### config.mk
export PLATFORM = sky130hd
export DESIGN_NAME = addr_seq_counter_flat
export DESIGN_NICKNAME = d
export VERILOG_FILES = /design/src/rtl/addr_seq_if.sv /design/src/rtl/addr_seq_counter.sv /design/src/flat_wrapper.sv
export SDC_FILE = /design/constraint.sdc
export NUM_CORES = 1
export LEC_CHECK = 0
export CAP_MARGIN = 20
export CORE_MARGIN = 8
export CORE_UTILIZATION = 40
export CTS_BUF_LIST = sky130_fd_sc_hd__clkbuf_8
export DETAILED_ROUTE_END_ITERATION = 8
export PLACE_DENSITY = 0.66
export SYNTH_ARGS = -nofsm -noshare
export SYNTH_HDL_FRONTEND = slang
export SYNTH_SLANG_ARGS = --single-unit
### constraint.sdc
create_clock -name clk -period 3 [get_ports clk]
set_clock_uncertainty 0.15 [all_clocks]
set_input_delay 0.6 -clock clk [delete_from_list [all_inputs] [get_ports clk]]
set_output_delay 0.6 -clock clk [all_outputs]
set_load 0.005 [all_outputs]
### src/rtl/addr_seq_if.sv
// ----------------------------------------------------------------------------
// addr_seq_if
//   Bundles the control and status signals of the address sequencer so that
//   a buffer controller can hook up to one port.
//
//   Parameters
//     CNT_W   address width
//     STEP_W  width of the step magnitude
//
//   Signals (seen from the sequencer, i.e. the slave side)
//     start         in   start request, honoured in IDLE or DONE
//     enable        in   count qualifier
//     write_enable  in   count qualifier; both must be high to advance
//     dir           in   0 = count up, 1 = count down
//     step          in   increment magnitude, 0 = hold
//     load          in   parallel load strobe
//     load_val      in   value to load (clamped to DEPTH-1)
//     cnt           out  current buffer address
//     tc            out  one-cycle terminal-count pulse
//     done          out  sequencer is in DONE
//     busy          out  sequencer is in RUN
//     ovf           out  sticky flag: an out-of-range load was clamped
//
//   Modports
//     master  controller side (drives requests, observes status)
//     slave   sequencer side
// ----------------------------------------------------------------------------
interface addr_seq_if #(
  parameter int unsigned CNT_W  = 9,
  parameter int unsigned STEP_W = 4
) ();

  logic              start;
  logic              enable;
  logic              write_enable;
  logic              dir;
  logic [STEP_W-1:0] step;
  logic              load;
  logic [CNT_W-1:0]  load_val;

  logic [CNT_W-1:0]  cnt;
  logic              tc;
  logic              done;
  logic              busy;
  logic              ovf;

  modport master (
    output start, enable, write_enable, dir, step, load, load_val,
    input  cnt, tc, done, busy, ovf
  );

  modport slave (
    input  start, enable, write_enable, dir, step, load, load_val,
    output cnt, tc, done, busy, ovf
  );

endinterface

### src/rtl/addr_seq_counter.sv
// ----------------------------------------------------------------------------
// addr_seq_counter
//   Address sequencer for the multiplier / Newton buffers. Walks the address
//   range 0..DEPTH-1 up or down by a programmable step, either wrapping
//   around the range (WRAP=1) or parking on the last address and reporting
//   DONE (WRAP=0). A parallel load can reposition the address at any time.
//
//   Parameters
//     CNT_W   address width, DEPTH <= 2**CNT_W
//     DEPTH   number of valid addresses, DEPTH >= 2
//     STEP_W  width of the step input
//     WRAP    1 = wrap modulo DEPTH, 0 = stop at the end and go DONE
//
//   Ports
//     clk    rising-edge clock
//     rst_n  synchronous reset, active low, dominates every other input
//     bus    addr_seq_if slave modport (controls in, status out)
//
//   All outputs come straight from flops; a qualifying edge is visible on
//   cnt / tc / done / busy in the following cycle.
// ----------------------------------------------------------------------------
module addr_seq_counter #(
  parameter int unsigned CNT_W  = 9,
  parameter int unsigned DEPTH  = 512,
  parameter int unsigned STEP_W = 4,
  parameter bit          WRAP   = 1'b0
) (
  input  logic       clk,
  input  logic       rst_n,
  addr_seq_if.slave  bus
);

  // Working width: one bit wider than the larger operand, so sums and
  // differences of an address and a step never overflow silently.
  localparam int unsigned AW = ((CNT_W > STEP_W) ? CNT_W : STEP_W) + 1;

  localparam logic [AW-1:0]    DEPTH_X = AW'(DEPTH);
  localparam logic [AW-1:0]    LAST_X  = AW'(DEPTH - 1);
  localparam logic [CNT_W-1:0] LAST    = CNT_W'(DEPTH - 1);

  typedef enum logic [1:0] {
    S_IDLE,
    S_RUN,
    S_DONE
  } state_t;

  state_t           state;
  logic [CNT_W-1:0] cnt_q;
  logic             tc_q;
  logic             done_q;
  logic             busy_q;
  logic             ovf_q;

  // --------------------------------------------------------------------------
  // Next-address arithmetic
  // --------------------------------------------------------------------------
  logic [AW-1:0]    cnt_x;
  logic [AW-1:0]    step_x;
  logic [AW-1:0]    step_m;     // step reduced modulo DEPTH
  logic [AW-1:0]    up_sum;
  logic [AW-1:0]    up_wrap;
  logic [AW-1:0]    dn_wrap;
  logic             advance;
  logic             terminal;
  logic             load_over;
  logic [CNT_W-1:0] normal_val;
  logic [CNT_W-1:0] wrap_val;
  logic [CNT_W-1:0] stop_val;
  logic [CNT_W-1:0] load_cnt;

  // NOTE: every signal written here gets a value on every path (defaults
  // first or full if/else), otherwise synthesis infers latches.
  always_comb begin
    cnt_x  = AW'(cnt_q);
    step_x = AW'(bus.step);

    // A step can exceed the whole range when DEPTH < 2**STEP_W; reducing it
    // first keeps the wrapped result a single conditional subtract.
    step_m = step_x % DEPTH_X;

    up_sum  = cnt_x + step_x;
    up_wrap = cnt_x + step_m;
    if (up_wrap >= DEPTH_X) begin
      up_wrap = up_wrap - DEPTH_X;
    end

    // cnt + DEPTH - step_m is always positive because step_m < DEPTH.
    dn_wrap = cnt_x + DEPTH_X - step_m;
    if (dn_wrap >= DEPTH_X) begin
      dn_wrap = dn_wrap - DEPTH_X;
    end

    if (bus.dir) begin
      terminal   = (cnt_x < step_x);
      normal_val = CNT_W'(cnt_x - step_x);
      wrap_val   = CNT_W'(dn_wrap);
      stop_val   = '0;
    end else begin
      terminal   = (up_sum > LAST_X);
      normal_val = CNT_W'(up_sum);
      wrap_val   = CNT_W'(up_wrap);
      stop_val   = LAST;
    end

    // A load in the same cycle suppresses the advance entirely.
    advance = (state == S_RUN) && bus.enable && bus.write_enable &&
              (bus.step != '0) && !bus.load;

    load_over = (AW'(bus.load_val) >= DEPTH_X);
    load_cnt  = load_over ? LAST : bus.load_val;
  end

  // --------------------------------------------------------------------------
  // Control FSM and registered outputs
  // --------------------------------------------------------------------------
  // NOTE: state is updated with non-blocking assignments so every flop
  // samples the pre-edge values, independent of statement order.
  always_ff @(posedge clk) begin
    // NOTE: reset is synchronous: it is only seen on a clock edge, so it
    // needs no separate sensitivity entry.
    if (!rst_n) begin
      state  <= S_IDLE;
      cnt_q  <= '0;
      tc_q   <= 1'b0;
      done_q <= 1'b0;
      busy_q <= 1'b0;
      ovf_q  <= 1'b0;
    end else begin
      tc_q <= 1'b0;

      // start is only honoured from IDLE or DONE; entering RUN leaves the
      // address where it is.
      if (bus.start && (state != S_RUN)) begin
        state  <= S_RUN;
        busy_q <= 1'b1;
        done_q <= 1'b0;
      end

      if (bus.load) begin
        cnt_q <= load_cnt;
        if (load_over) begin
          ovf_q <= 1'b1;
        end
      end else if (advance) begin
        if (!terminal) begin
          cnt_q <= normal_val;
        end else begin
          tc_q <= 1'b1;
          if (WRAP) begin
            cnt_q <= wrap_val;
          end else begin
            // Park on the end of the range that was crossed.
            cnt_q  <= stop_val;
            state  <= S_DONE;
            done_q <= 1'b1;
            busy_q <= 1'b0;
          end
        end
      end
    end
  end

  assign bus.cnt  = cnt_q;
  assign bus.tc   = tc_q;
  assign bus.done = done_q;
  assign bus.busy = busy_q;
  assign bus.ovf  = ovf_q;

endmodule

### src/flat_wrapper.sv
// flat-port wrapper written by rule: the top's interface ports become plain ports
module addr_seq_counter_flat 
#(
  parameter int unsigned CNT_W  = 9,
  parameter int unsigned DEPTH  = 512,
  parameter int unsigned STEP_W = 4,
  parameter bit          WRAP   = 1'b0
)
  (clk, rst_n, bus_start, bus_enable, bus_write_enable, bus_dir, bus_step, bus_load, bus_load_val, bus_cnt, bus_tc, bus_done, bus_busy, bus_ovf);
  addr_seq_if #(.CNT_W(CNT_W), .STEP_W(STEP_W)) bus_i ();
  input  logic clk;
  input  logic rst_n;
  input wire logic [$bits(bus_i.start)-1:0] bus_start;
  input wire logic [$bits(bus_i.enable)-1:0] bus_enable;
  input wire logic [$bits(bus_i.write_enable)-1:0] bus_write_enable;
  input wire logic [$bits(bus_i.dir)-1:0] bus_dir;
  input wire logic [$bits(bus_i.step)-1:0] bus_step;
  input wire logic [$bits(bus_i.load)-1:0] bus_load;
  input wire logic [$bits(bus_i.load_val)-1:0] bus_load_val;
  output wire logic [$bits(bus_i.cnt)-1:0] bus_cnt;
  output wire logic [$bits(bus_i.tc)-1:0] bus_tc;
  output wire logic [$bits(bus_i.done)-1:0] bus_done;
  output wire logic [$bits(bus_i.busy)-1:0] bus_busy;
  output wire logic [$bits(bus_i.ovf)-1:0] bus_ovf;
  assign bus_i.start = bus_start;
  assign bus_i.enable = bus_enable;
  assign bus_i.write_enable = bus_write_enable;
  assign bus_i.dir = bus_dir;
  assign bus_i.step = bus_step;
  assign bus_i.load = bus_load;
  assign bus_i.load_val = bus_load_val;
  assign bus_cnt = bus_i.cnt;
  assign bus_tc = bus_i.tc;
  assign bus_done = bus_i.done;
  assign bus_busy = bus_i.busy;
  assign bus_ovf = bus_i.ovf;
  addr_seq_counter #(.CNT_W(CNT_W), .DEPTH(DEPTH), .STEP_W(STEP_W), .WRAP(WRAP)) u_core (.clk(clk), .rst_n(rst_n), .bus(bus_i));
endmodule
After elaboration in Yosys (flattened, before gate mapping) --
Cells that the tools add are included.
Word-level totals: bits in registers 14, bits of input ports 20, output and inout port bits 13, logic and storage cells 41
Cells by class: $add $sub $neg 2, order comparisons 2, equal/unequal tests 2, muxes and demuxes 19, bitwise operators 2, reductions and logical operators 9
Operator list (count):
- $mux 9 | 5
- $add 9x4->10 | 1
- $gt 10x9->1 const B | 1
- $mux 1 | 10
- $lt 9x4->1 | 1
- $sub 9x4->9 | 1
- $mux 2 | 4
- $logic_and 1x1->1 | 5
- $reduce_bool 4->1 | 1
- $reduce_or 3->1 | 1
- $eq 2x1->1 const B | 1
- $ne 2x1->1 const B | 1
- $not 1->1 | 2
- $reduce_bool 2->1 | 1
- $logic_not 1->1 | 1

Longest topological paths before layout --
Gate-level depths: netlist (run 1).
depth after elaboration 7, gate-level depth with buffers 8, depth with buffers taken out 8

Least setup slack after synthesis (run 1) --
Ideal clock, no wire load.
kind input to register, start point input port bus_step[0], end point register u_core.cnt_q[6], in the netlist u_core.bus.cnt[6], setup time 0.074 ns, data arrival time 2.182 ns, required time 2.776 ns, slack 0.594 ns, stages on the path 8, buffers on the path 0, cells stage by stage ha_1 > inv_1 > fa_1 > or2_2 > a221oi_1 > a32oi_1 > nand4bb_1 > a31oi_1
Between the ends: cells in the longest elaborated chain, start to end 6, elaborated cells between the ends (all ways) 13, those cells by class add/sub: 2; order compare: 2; mux: 5; reduce/logical: 4
RTL lines:
- start: declaration | line flat_wrapper.sv:17 | input wire logic [$bits(bus_i.step)-1:0] bus_step;
- $add 9x4->10 | line addr_seq_counter.sv:81 | up_sum = cnt_x + step_x;
- $gt 10x9->1 | line addr_seq_counter.sv:99 | terminal = (up_sum > LAST_X);
- $mux 1 | line addr_seq_counter.sv:93 | if (bus.dir) begin
- $mux 9 | line addr_seq_counter.sv:145 | if (!terminal) begin
- $mux 9 | line addr_seq_counter.sv:144 | end else if (advance) begin
- $mux 9 | line addr_seq_counter.sv:139 | if (bus.load) begin
- end signal: assignment | line addr_seq_counter.sv:140 | cnt_q <= load_cnt;
- end signal: assignment | line addr_seq_counter.sv:146 | cnt_q <= normal_val;
- end signal: assignment | line addr_seq_counter.sv:150 | cnt_q <= wrap_val;
- end: declaration | line addr_seq_counter.sv:48 | logic [CNT_W-1:0] cnt_q;
Parallel ways exist; a longest one is shown, timed or not. The select of a mux whose other input is x is not followed. A chain may end at the register's enable or synchronous reset.

Worst setup path in the final report (run 1) --
Same ends and word-level chain as after synthesis.

==> impl_metrics.env, run 1 <==
export IMPL_clock_sinks=14
export IMPL_worstMarginPinSlew_ns=0.6120
export IMPL_dieArea_um2=5037
export IMPL_synth_cell_types=46
export IMPL_cp_depth=9
export IMPL_synth_ff_type="dfxtp_1"
export IMPL_async_flop_share_pct=0
export IMPL_antenna_found_initial=0
export IMPL_numCtsBuffers=3
export IMPL_p_comb_share_pct=34.4
export IMPL_io_pins=33
export IMPL_max_stage_delay_ns=0.48
export IMPL_design_area_um2=1664
export IMPL_firstDrtPassIters=4
export IMPL_outcome="finished, final reports clean"
export IMPL_cts_tree="done"
export IMPL_intPower_uw=423.4
export IMPL_cts_setup_buffers=0
export IMPL_worstSetupEndpoint="u_core.bus.cnt[6]"
export IMPL_vias=1270
export IMPL_ir_worst_vdd_mv=0.3049
export IMPL_grt_usage_pct=14.00
export IMPL_slew_violations=0
export IMPL_yosys_warnings=0
export IMPL_ff2ff_path_depth=8
export IMPL_crit_start="bus_step[0]"
export IMPL_grt_pass1_wl_um=5796
export IMPL_crit_chain="clkdlybuf4s50_1 > ha_1 > inv_1 > fa_1 > or2_2 > a221oi_4 > a32oi_1 > nand4bb_1 > a31oi_1"
export IMPL_finalCritPeriodShare_pct=95.03
export IMPL_fin_nets=218
export IMPL_cp_max_fo=2
export IMPL_clock_fmax_mhz=350.8
export IMPL_crit_path_end_kind="flip-flop"
export IMPL_p_seq_share_pct=36.1
export IMPL_avgSynthCellArea_um2=8.004
export IMPL_core_area_um2=2953
export IMPL_path_class="in -> reg"
export IMPL_clkSlewWorstSetupHoldPaths_ns=0.06
export IMPL_start_util_pct=40.93
export IMPL_synth_commonest_cells="14 x dfxtp_1, 11 x nor2_1, 11 x o21ai_0"
export IMPL_final_cells=220
export IMPL_critPathLaunchType="input pin"
export IMPL_rrSetupSlack_ns=0.58
export IMPL_cts_hold_buf=0
export IMPL_synth_fp_nets=181
export IMPL_hold_path_class="reg -> reg"
export IMPL_grt_max_degree=16
export IMPL_dp_cells=216
export IMPL_crit_family="compound AO/OA/AOI/OAI gates"
export IMPL_avgViaCountPerCell=5.773
export IMPL_drtIter0Drc=81
export IMPL_cp_required_ns=3.02
export IMPL_timing_hold_violations_final=0
export IMPL_synth_seq_cells=14
export IMPL_cts_htree_levels=1
export IMPL_insertion_delay_ns=0.24
export IMPL_die_w_um=70.97
export IMPL_drive_gt1_share_pct=11.23
export IMPL_clk_path_buf_depth=2
export IMPL_dp_hpwl_um=2841
export IMPL_p_sw_uw=181.9
export IMPL_antenna_left=0
export IMPL_min_period_ns=2.851
export IMPL_overflow=0
export IMPL_drc_errors=0
export IMPL_netlist_area_um2=1209
export IMPL_yosys_area_top_type_share_pct=23.19
export IMPL_gp_congestion=0.8457
export IMPL_arrival_ns=2.87
export IMPL_slowest_stage="clkdlybuf4s50_1"
export IMPL_grt_pass1_vias=1301
export IMPL_wirelength_um=3457
export IMPL_diodes=0
export IMPL_r2r_end="u_core.bus.cnt[6]"
export IMPL_yosysMostFrequentCell="dfxtp_1"
export IMPL_setup_violations=0
export IMPL_crit_buf_inv=2
export IMPL_power_share_clock_pct=29.5
export IMPL_synth_cells=151
export IMPL_yosysSeqAreaShare_pct=23.19
export IMPL_port_buffer_count=31
export IMPL_die_h_um=70.97
export IMPL_rows=20
export IMPL_root_buffer="clkbuf_8"
export IMPL_maxCapViolCount=0
export IMPL_area_growth_pct=37.68
export IMPL_power_density_nw_per_um2=363.7
export IMPL_synth_area_leaders="dfxtp_1 23%, ha_1 8.3%, a211oi_1 5.0%, o21ai_0 4.6%, nor2_1 3.4%"
export IMPL_drt_wirelength_per_cell_um=15.71
export IMPL_synth_edff_count=0
export IMPL_placed_cell_area_um2=1587
export IMPL_p_sw_share_pct=30.04
export IMPL_reg2reg_from="u_core.bus.cnt[0]"
export IMPL_cts_resized=0
export IMPL_slew_headroom_pct=58.97
export IMPL_synth_area_leader_cell="dfxtp_1"
export IMPL_leakagePower_uw=0.0006560
## worst register-to-register path: stages, from the launching register on
cell       delay (ns)
dfxtp_1          0.39
ha_1             0.20
inv_1            0.06
fa_1             0.38
or2_2            0.34
a221oi_4         0.26
a32oi_1          0.16
nand4bb_1        0.25
a31oi_1          0.18
## worst min path at each step
stage | startpoint | endpoint | slack, ns | cells past startpoint
4_1_cts | u_core.state[0] | u_core.state[0] | 0.35 | 2
3_3_place_gp | u_core.state[0] | u_core.state[0] | 0.34 | 2
2_1_floorplan | u_core.state[0] | u_core.state[0] | 0.32 | 2
6_report | u_core.state[0] | u_core.state[0] | 0.35 | 2
5_1_grt | u_core.state[0] | u_core.state[0] | 0.37 | 2
3_5_place_dp | u_core.state[0] | u_core.state[0] | 0.34 | 2
## power groups by stage
stage | Combinational (µW) | Clock (µW) | Sequential, µW
6_report | 208 | 179 | 218
5_1_grt | 230 | 191 | 221
2_1_floorplan | 120 | 0 | 215
3_3_place_gp | 199 | 0 | 221
4_1_cts | 204 | 183 | 218
3_5_place_dp | 202 | 0 | 222
## sequential cells by signal (all words and copies together) (netlist names)
name / count
u_core.state: 2
u_core.bus.tc: 1
u_core.bus.done: 1
u_core.bus.cnt: 9
u_core.bus.busy: 1
## per-stage QoR
step	hold slack [ns]	worst slack [ns]	setup TNS [ns]	total power [µW]	util, %
global route	0.3713	-0.002724	-0.002724	642.5	56.36
finish	0.3491	0.1490	0	605.3	56.36
CTS	0.3479	0.09156	0	604.4	55.59
global placement	0.3355	-0.1332	-0.1684	420.5	53.73
detailed placement	0.3399	-0.1601	-0.5238	424.7	53.73
floorplan	0.3249	0.5943	0	334.7	-
## kinds of logic (layout without fill, tap and decap cells)
logic type | Yosys count | after routing | share of synthesized area [%]
xor gates and xnor gates | 1 | 1 | 0.7248
adders and majority gates | 10 | 10 | 11.59
DFF | 14 | 14 | 23.19
AOI/OAI and AO/OA | 51 | 51 | 28.67
other | 1 | 1 | 0.3103
buffers and inverters | 16 | 52 | 5.590
and+or+nand+nor | 54 | 54 | 26.61
muxes | 4 | 4 | 3.313
## layer usage
layer	global-route usage, %	vias to the layer above	part of all wire [%]
met4	5.543	0	0.72
met5	0	-	0
met1	15.98	600	42
li1	-	631	-
met2	24.72	35	52
met3	2.825	4	5.8
## cell type report
cell class	count	area, µm²
Clock buffer	4	55.05
Fill cell	265	1289
Inverter	9	33.78
Multi-Input combinational cell	121	883.3
Sequential cell	14	280.3
Tap cell	33	41.29
Timing Repair Buffer	39	370.4
## cells in the final DEF (no fill, tap or decap), types with 6 or more instances in the layout
| master | count |
|---|---|
| nand2_1 | 8 |
| buf_4 | 8 |
| clkdlybuf4s50_1 | 31 |
| a21oi_1 | 7 |
| nor2_1 | 11 |
| ha_1 | 8 |
| nor3_1 | 7 |
| inv_1 | 9 |
| o21ai_0 | 11 |
| nor2b_1 | 6 |
| a211oi_1 | 8 |
| dfxtp_1 | 14 |
Power figures use the tool's default switching activity.
==> run 2, diff against run 1 <==
==> constraint.sdc (replaced) <==
create_clock -name clk -period 3.3 [get_ports clk]
set_clock_uncertainty 0.15 [all_clocks]
set_input_delay 0.66 -clock clk [delete_from_list [all_inputs] [get_ports clk]]
set_output_delay 0.66 -clock clk [all_outputs]
set_load 0.005 [all_outputs]
==> run 2 against run 1 <==
Against the previous run:
- clock-buffer cell count is the same
- final area decreased by 4.5%
- critical path depth unchanged
- non-clock buffer count fell by 7
- wire length fell by 0.32%
- flip-flop and latch count did not move
- utilization decreased by 2.5 points
- total power shrank 11%
==> impl_metrics.env, run 2 (synthesis results as in run 1) <==
export IMPL_outcome="finished, final reports clean"
export IMPL_path_class="in -> reg"
export IMPL_finalCritPeriodShare_pct=93.98
export IMPL_max_stage_delay_ns=0.51
export IMPL_antenna_found_initial=0
export IMPL_power_density_nw_per_um2=339.0
export IMPL_vias=1253
export IMPL_io_pins=33
export IMPL_slew_headroom_pct=33.45
export IMPL_critPathLaunchType="input pin"
export IMPL_area_growth_pct=31.47
export IMPL_multi_input_comb_area_um2=860.8
export IMPL_clock_sinks=14
export IMPL_root_buffer="clkbuf_8"
export IMPL_grt_pass1_wl_um=5885
export IMPL_gp_congestion=0.8039
export IMPL_grt_usage_pct=14.12
export IMPL_antenna_left=0
export IMPL_min_period_ns=3.101
export IMPL_grt_max_degree=16
export IMPL_slowest_stage="clkdlybuf4s50_1"
export IMPL_cp_required_ns=3.32
export IMPL_drtIter0Drc=120
export IMPL_rows=20
export IMPL_crit_chain="clkdlybuf4s50_1 > ha_1 > inv_1 > fa_1 > or2_2 > a221oi_1 > a32oi_1 > nand4bb_1 > a31oi_1"
export IMPL_maxCapViolCount=0
export IMPL_numCtsBuffers=3
export IMPL_insertion_delay_ns=0.24
export IMPL_cts_htree_levels=1
export IMPL_timing_hold_violations_final=0
export IMPL_regArea_um2=280.3
export IMPL_dieArea_um2=5037
export IMPL_rsz0062_at_grt="no"
export IMPL_setup_violations=0
export IMPL_largest_reg_flops=9
export IMPL_worstMarginPinSlew_ns=0.9907
export IMPL_mostFrequentLayoutCells="31 x clkdlybuf4s50_1, 14 x dfxtp_1, 11 x nor2_1, 11 x o21ai_0, 9 x inv_1"
export IMPL_drt_wirelength_per_cell_um=16.18
export IMPL_fill_cells=291
export IMPL_grt_pass1_vias=1298
export IMPL_layout_commonest_cell="clkdlybuf4s50_1"
export IMPL_die_h_um=70.97
export IMPL_core_area_um2=2953
export IMPL_hold_path_class="reg -> reg"
export IMPL_start_util_pct=40.93
export IMPL_cts_resized=0
export IMPL_drive_gt1_share_pct=6.667
export IMPL_port_buffer_count=31
export IMPL_crit_path_end_kind="flip-flop"
export IMPL_wirelength_um=3446
export IMPL_avgViaCountPerCell=5.883
export IMPL_tns_ns=0
export IMPL_power_uw=538.6
export IMPL_clock_fmax_mhz=322.5
export IMPL_diodes=0
export IMPL_firstDrtPassIters=4
export IMPL_fin_nets=211
export IMPL_die_w_um=70.97
export IMPL_overflow=0
export IMPL_slew_violations=0
export IMPL_clkSlewWorstSetupHoldPaths_ns=0.06
export IMPL_leakagePower_uw=0.0006091
export IMPL_clk_path_buf_depth=2
export IMPL_cts_setup_buffers=0
export IMPL_drc_errors=0
export IMPL_cp_max_fo=3
export IMPL_cts_tree="done"
export IMPL_cts_hold_buf=0
export IMPL_arrival_ns=3.12
export IMPL_dp_hpwl_um=2837
export IMPL_ir_worst_vdd_mv=0.2918
-- run 2: cell types whose count changed in the layout (fill, tap and decap cells not counted) --
cell	before	now
a221oi_1	0	1
buf_4	8	1
a221oi_4	1	0
nor3_1	7	8
nor3_2	1	0
-- run 2: power by group --
group	internal [µW]	switching, µW	total (µW)	leakage, µW
Clock	106	58.9	164	0.0000288
Combinational	89.8	86.7	176	0.000465
Sequential	180	18.0	198	0.000116
-- run 2: worst max-delay path: cells and delay by family --
kind                     cells  cell delay [ns]
AND/OR/NAND/NOR              2             0.57
adder cells (fa/ha/maj)      2             0.56
buffers and inverters        2             0.56
AO/OA/AOI/OAI                3             0.77
-- run 2: metal layers --
metal,part of all wire [%],global-route usage (%),vias to the layer above
met4,1.0,5.312,0
met1,45,16.41,603
li1,-,-,619
met3,2.9,1.554,4
met2,51,25.64,27
met5,0,0,-
-- run 2: area by class of cell --
cell class | instances | area share (%)
Timing Repair Buffer | 32 | 20.00
Tap cell | 33 | 2.598
Sequential cell | 14 | 17.64
Clock buffer | 4 | 3.465
Inverter | 9 | 2.126
Multi-Input combinational cell | 121 | 54.17
-- run 2: metrics by stage --
stage | hold slack (ns) | util [%] | area (µm²) | cells | setup WS (ns)
after global routing | 0.4085 | 53.81 | 1589 | 213 | 0.08550
after detailed placement | 0.3726 | 51.95 | 1534 | 209 | -0.02073
final | 0.3653 | 53.81 | 1589 | 213 | 0.1988
after global placement | 0.3360 | 51.95 | 1534 | 209 | 0.06504
after CTS | 0.3832 | 53.81 | 1589 | 213 | 0.2131
after floorplan | 0.3249 | - | 1209 | 151 | 0.8343
-- run 2: path summary, 6_finish.rpt --
kind	from	end	slack (ns)	depth (start not counted)
setup / recovery	bus_step[0]	u_core.bus.cnt[6]	0.20	9
hold / removal	u_core.state[0]	u_core.state[0]	0.37	2
setup reg to reg	u_core.bus.cnt[0]	u_core.bus.cnt[6]	0.74	8
hold reg to reg	u_core.state[0]	u_core.state[0]	0.37	2
==> run 3, diff against run 2 <==
--- a/config.mk
+++ b/config.mk
@@ -5,7 +5,7 @@
 export SDC_FILE = /design/constraint.sdc
 export NUM_CORES = 1
 export LEC_CHECK = 0
-export CAP_MARGIN = 20
+export CAP_MARGIN = 10
 export CORE_MARGIN = 8
 export CORE_UTILIZATION = 40
 export CTS_BUF_LIST = sky130_fd_sc_hd__clkbuf_8
==> results of run 3 <==
Final layout, timing and power as in run 2 (identical DEF).
